[config.mk]
export PLATFORM = sky130hd
export DESIGN_NAME = jk_cmd_issuer
export DESIGN_NICKNAME = d
export VERILOG_FILES = /design/src/rtl/jk_cmd_issuer.sv
export SDC_FILE = /design/constraint.sdc
export NUM_CORES = 1
export LEC_CHECK = 0
export ABC_AREA = 1
export ABC_CLOCK_PERIOD_IN_PS = 2350
export CORE_ASPECT_RATIO = 0.8
export CORE_UTILIZATION = 53
export CTS_CLUSTER_DIAMETER = 200
export CTS_CLUSTER_SIZE = 14
export DETAILED_ROUTE_END_ITERATION = 8
export MAX_ROUTING_LAYER = met4
export PLACE_DENSITY = 0.8
export SLEW_MARGIN = 20
export SYNTH_ARGS = -nofsm -noshare
export SYNTH_HDL_FRONTEND = slang
export SYNTH_SLANG_ARGS = --single-unit
[constraint.sdc]
create_clock -name clk -period 2.35 [get_ports clk]
set_clock_uncertainty 0.05 [all_clocks]
set_input_delay 0.3525 -clock clk [delete_from_list [all_inputs] [get_ports clk]]
set_output_delay 0.3525 -clock clk [all_outputs]
set_load 0.03 [all_outputs]
[src/rtl/jk_cmd_issuer.sv]
// jk_cmd_issuer: queues JK commands and issues them as one-cycle J/K pairs with idle gaps.
// Optional JK_SHADOW_CHECK_EN builds the q_fb vs shadow_q sticky mismatch check.
module jk_cmd_issuer #(
  parameter int DEPTH = 4,
  parameter int GAP   = 1
) (
  input  logic                     clk,
  input  logic                     rst,
  input  logic                     cmd_valid,
  output logic                     cmd_ready,
  input  logic [1:0]               cmd_op,
  output logic                     J,
  output logic                     K,
  output logic                     issue_pulse,
  output logic                     busy,
  output logic [$clog2(DEPTH):0]   level,
  output logic                     shadow_q,
  input  logic                     q_fb,
  output logic                     mismatch
);

  localparam int AW = $clog2(DEPTH);
  localparam logic [3:0] GAP_LD = 4'((GAP > 0) ? GAP - 1 : 0);

  typedef enum logic [1:0] {
    S_IDLE,
    S_ISSUE,
    S_GAP
  } state_t;

  state_t      state;
  logic [1:0]  mem [DEPTH];
  logic [AW:0] wr_ptr;
  logic [AW:0] rd_ptr;
  logic [3:0]  gap_cnt;
  logic        full;
  logic        empty;
  logic        push;
  logic        pop;
  logic [1:0]  head;

  assign level     = wr_ptr - rd_ptr;
  assign full      = level == (AW+1)'(DEPTH);
  assign empty     = wr_ptr == rd_ptr;
  assign cmd_ready = !full;
  assign push      = cmd_valid && !full;
  assign head      = mem[rd_ptr[AW-1:0]];
  assign busy      = !empty || (state != S_IDLE);

  always_comb begin
    pop = 1'b0;
    unique case (state)
      S_IDLE:  pop = !empty;
      S_ISSUE: pop = !empty && (GAP == 0);
      S_GAP:   pop = !empty && (gap_cnt == 4'd0);
      default: pop = 1'b0;
    endcase
  end

  always_ff @(posedge clk) begin
    if (push)
      mem[wr_ptr[AW-1:0]] <= cmd_op;
  end

  always_ff @(posedge clk or negedge rst) begin
    if (!rst) begin
      wr_ptr <= '0;
      rd_ptr <= '0;
    end else begin
      if (push)
        wr_ptr <= wr_ptr + 1'b1;
      if (pop)
        rd_ptr <= rd_ptr + 1'b1;
    end
  end

  always_ff @(posedge clk or negedge rst) begin
    if (!rst) begin
      state       <= S_IDLE;
      J           <= 1'b0;
      K           <= 1'b0;
      issue_pulse <= 1'b0;
      gap_cnt     <= 4'd0;
    end else begin
      J           <= 1'b0;
      K           <= 1'b0;
      issue_pulse <= 1'b0;
      if (pop) begin
        {J, K}      <= head;
        issue_pulse <= 1'b1;
      end
      unique case (state)
        S_IDLE: begin
          if (pop)
            state <= S_ISSUE;
        end
        S_ISSUE: begin
          if (GAP > 0) begin
            state   <= S_GAP;
            gap_cnt <= GAP_LD;
          end else if (!pop) begin
            state <= S_IDLE;
          end
        end
        S_GAP: begin
          if (gap_cnt == 4'd0)
            state <= pop ? S_ISSUE : S_IDLE;
          else
            gap_cnt <= gap_cnt - 1'b1;
        end
        default: state <= S_IDLE;
      endcase
    end
  end

  // The downstream flop samples J/K on the edge after issue_pulse rises.
  always_ff @(posedge clk or negedge rst) begin
    if (!rst) begin
      shadow_q <= 1'b0;
    end else if (issue_pulse) begin
      case ({J, K})
        2'b01:   shadow_q <= 1'b0;
        2'b10:   shadow_q <= 1'b1;
        2'b11:   shadow_q <= ~shadow_q;
        default: shadow_q <= shadow_q;
      endcase
    end
  end

`ifdef JK_SHADOW_CHECK_EN
  always_ff @(posedge clk or negedge rst) begin
    if (!rst)
      mismatch <= 1'b0;
    else if (!issue_pulse && (q_fb != shadow_q))
      mismatch <= 1'b1;
  end
`else
  logic unused_q_fb;
  assign unused_q_fb = q_fb;
  assign mismatch    = 1'b0;
`endif

endmodule
==> impl_metrics.tcl <==
set metrics [dict create \
    grt-ovfl-total 0 \
    worst_path_most_repeated_cell "buf_4" \
    stdcell_area_um2 1500 \
    rrSetupSlack_ns 0.22 \
    critical_path_class "reg2out" \
    worstPathRequired_ns 1.95 \
    hold_viol_final 0 \
    tightest_slew_ns 0.752 \
    layout_commonest_cell "inv_1" \
    wirelength_um 2480 \
    numCtsBuffers 3 \
    coreArea_um2 2180 \
    yosysTopAreaCell "dfrtp_1" \
    cp-startpoint "rd_ptr[1]$_DFFE_PN0P_" \
    dp_slack_ns -0.0572 \
    setup_slack_ns 0.0582 \
    dp_hpwl_um 1890 \
    fin_nets 167 \
    synth_seq_cells 24 \
    detail_route.drc_violations 0 \
    antenna_cells 0 \
    path_cells "buf_4 -> fa_2 -> nand3b_2 -> buf_4 -> nand3_4 -> buf_6" \
    slowest_delay_ns 0.47 \
    slowest_stage "dfrtp_2" \
    via_per_inst 5.35 \
    clk_latency_ns 0.32 \
    grt_max_degree 17 \
    worstSetupEndpointType "output pin" \
    fillCellCount 175 \
    dieArea_um2 2520 \
    yosys-top-cells-area "dfrtp_1 32%, edfxtp_1 19%, ha_1 8.1%" \
    crit_fanout 6 \
    worstReg2RegStart "rd_ptr[1]$_DFFE_PN0P_" \
    endpoint "cmd_ready" \
    die_y_um 45.1 \
    drv_cap 0 \
    setup_violations 0 \
    syn_nets 140 \
    grt_first_pass_wirelength_um 4150 \
    h-tree-depth 1 \
    fin_util 0.690 \
    syn_inst 125 \
    finalCritPeriodShare 0.975 \
    synth.avg_cell_area_um2 9.86 \
    leakage_nw 0.743 \
    grt_pass1_vias 936 \
    ant_nets 0 \
    wl_per_cell_um 14.1 \
    power_mw 2.40 \
    arrival_ns 1.89 \
    hold_ws_ns 0.406 \
    rows 15 \
    regArea_um2 642 \
    io_buffers 13 \
    r2r_cells 8 \
    fmax_ghz 0.436 \
    root_buffer "clkbuf_4" \
    timing.slew.headroom 0.497 \
    drtPass1Iterations 4 \
    ys_seq_area_frac 0.520 \
    synth.top_cell.area_share 0.325 \
    fin_crit_ns 2.29 \
    rsz0062_at_grt "false" \
    gp_congestion 0.842 \
    finalMaxSlewViolations 0 \
    yosysUniqueCellTypes 27 \
    timing.critical_path.from_type "flop" \
    cts_tree "done" \
    ys_warn_count 0 \
    powerDensity_nw_per_um2 1600 \
    syn_to_final_growth_pct 21.8 \
    netlist_area_um2 1230 \
    io-pin-count 16 \
    final_layout_size_suffix_gt1_frac 0.245 \
    start_util 0.566 \
    antenna_found_initial 0 \
    rr_endpoint "mem[1][0]$_DFFE_PP_" \
    worst_ir_drop_vdd_mv 1.18 \
    cts_buffer_depth 2 \
    multi_input_area_um2 503 \
    placed_area_um2 1440 \
    drt_iter0_drc 33 \
    status "finished clean" \
    dr_total_vias 942 \
    clkTransAtPathRegs_ns 0.14 \
    die_w_um 55.9 \
    groute.usage.overall 0.232 \
    hp-class "in2async" \
    clkSinkCount 24 \
    final_cell_mix "21 x inv_1, 20 x nand2_1, 15 x dfrtp_1, 10 x buf_4" \
]
-- power by group --
part | total [mW] | switching [mW] | internal [mW]
clock network | 0.259 | 0.129 | 0.130
registers | 0.669 | 0.0961 | 0.573
logic | 1.47 | 0.882 | 0.587
total | 2.40 | 1.11 | 1.29
-- registers in the layout (all words and copies together), names as in the netlist --
| register | count |
|---|---|
| shadow_q | 1 |
| gap_cnt | 4 |
| issue_pulse | 1 |
| wr_ptr | 3 |
| J | 1 |
| mem | 8 |
| state | 2 |
| rd_ptr | 3 |
| K | 1 |
-- critical path: cells and delay by family (launching register included) --
kind,cells,cell delay (ns)
flip-flops,1,0.47
AND/OR/NAND/NOR,2,0.30
adder cells (fa/ha/maj),1,0.36
buffers and inverters,3,0.44
-- how the worst min path moves through the flow --
stage | start | endpoint | slack [ns]
final | rst | state[0]$_DFFE_PN0P_ | 0.41
after global routing | K$_DFF_PN0_ | shadow_q$_DFFE_PN0P_ | 0.45
after CTS | rst | state[0]$_DFFE_PN0P_ | 0.43
after detailed placement | K$_DFF_PN0_ | shadow_q$_DFFE_PN0P_ | 0.41
after global placement | K$_DFF_PN0_ | shadow_q$_DFFE_PN0P_ | 0.40
after floorplan | rst | J$_DFF_PN0_ | 0.007
-- synth_stat cells --
| library cell | count |
|---|---|
| edfxtp_1 | 8 |
| a31oi_1 | 1 |
| nand3b_2 | 1 |
| a21oi_1 | 3 |
| xor2_1 | 2 |
| ha_1 | 8 |
| nand2_2 | 3 |
| nand2_1 | 20 |
| nor2_1 | 9 |
| xnor2_1 | 1 |
| nand4_1 | 3 |
| nand3_4 | 1 |
| conb_1 | 1 |
| buf_4 | 1 |
| nand3_2 | 2 |
| and2_2 | 1 |
| inv_2 | 1 |
| o21ai_0 | 6 |
| fa_1 | 1 |
| o21ai_2 | 1 |
| o22ai_1 | 2 |
| nand4_2 | 1 |
| nand3_1 | 6 |
| nand2_4 | 1 |
| nor2_2 | 3 |
| inv_1 | 22 |
| dfrtp_1 | 16 |
-- through the flow --
stage / cells / setup TNS, ns
after global placement: 170 / 0
after CTS: 175 / -0.0365
final: 176 / 0
after detailed placement: 170 / -0.0572
after floorplan: 125 / 0
after global routing: 176 / 0
-- kinds of logic after synthesis --
kind of cell | after synthesis | synth area share
fa+ha+maj | 9 | 0.0975
flops | 24 | 0.520
compound gates | 13 | 0.0589
simple gates | 51 | 0.223
xor+xnor | 3 | 0.0213
buf+inv | 24 | 0.0761
other cells | 1 | 0.00304
-- area by class of cell --
type                    instances  share of cell area
flip-flops and latches         24               0.428
inverters                      23              0.0575
clock buffers                   4              0.0317
repair buffers                 23               0.128
multi-input cells              77               0.335
well taps                      25              0.0208
-- per-layer routing --
metal / vias to the layer above / track usage / share of wire
met5: - / - / 0
met4: 0 / 0.0683 / 0.0048
met3: 2 / 0.0544 / 0.051
met2: 31 / 0.414 / 0.52
met1: 457 / 0.268 / 0.42
li1: 452 / - / -
-- timing repair --
| item | 4_1_cts | 5_1_grt |
|---|---|---|
| endpoints found under the hold margin | 0 | 0 |
| pin swaps | 1 | 0 |
| hold buffers | 0 | 0 |
| gates resized for setup | 8 | 8 |
| setup buffers | 1 | 1 |
| endpoints found under the setup margin | 4 | 4 |
Power figures use the tool's default switching activity.
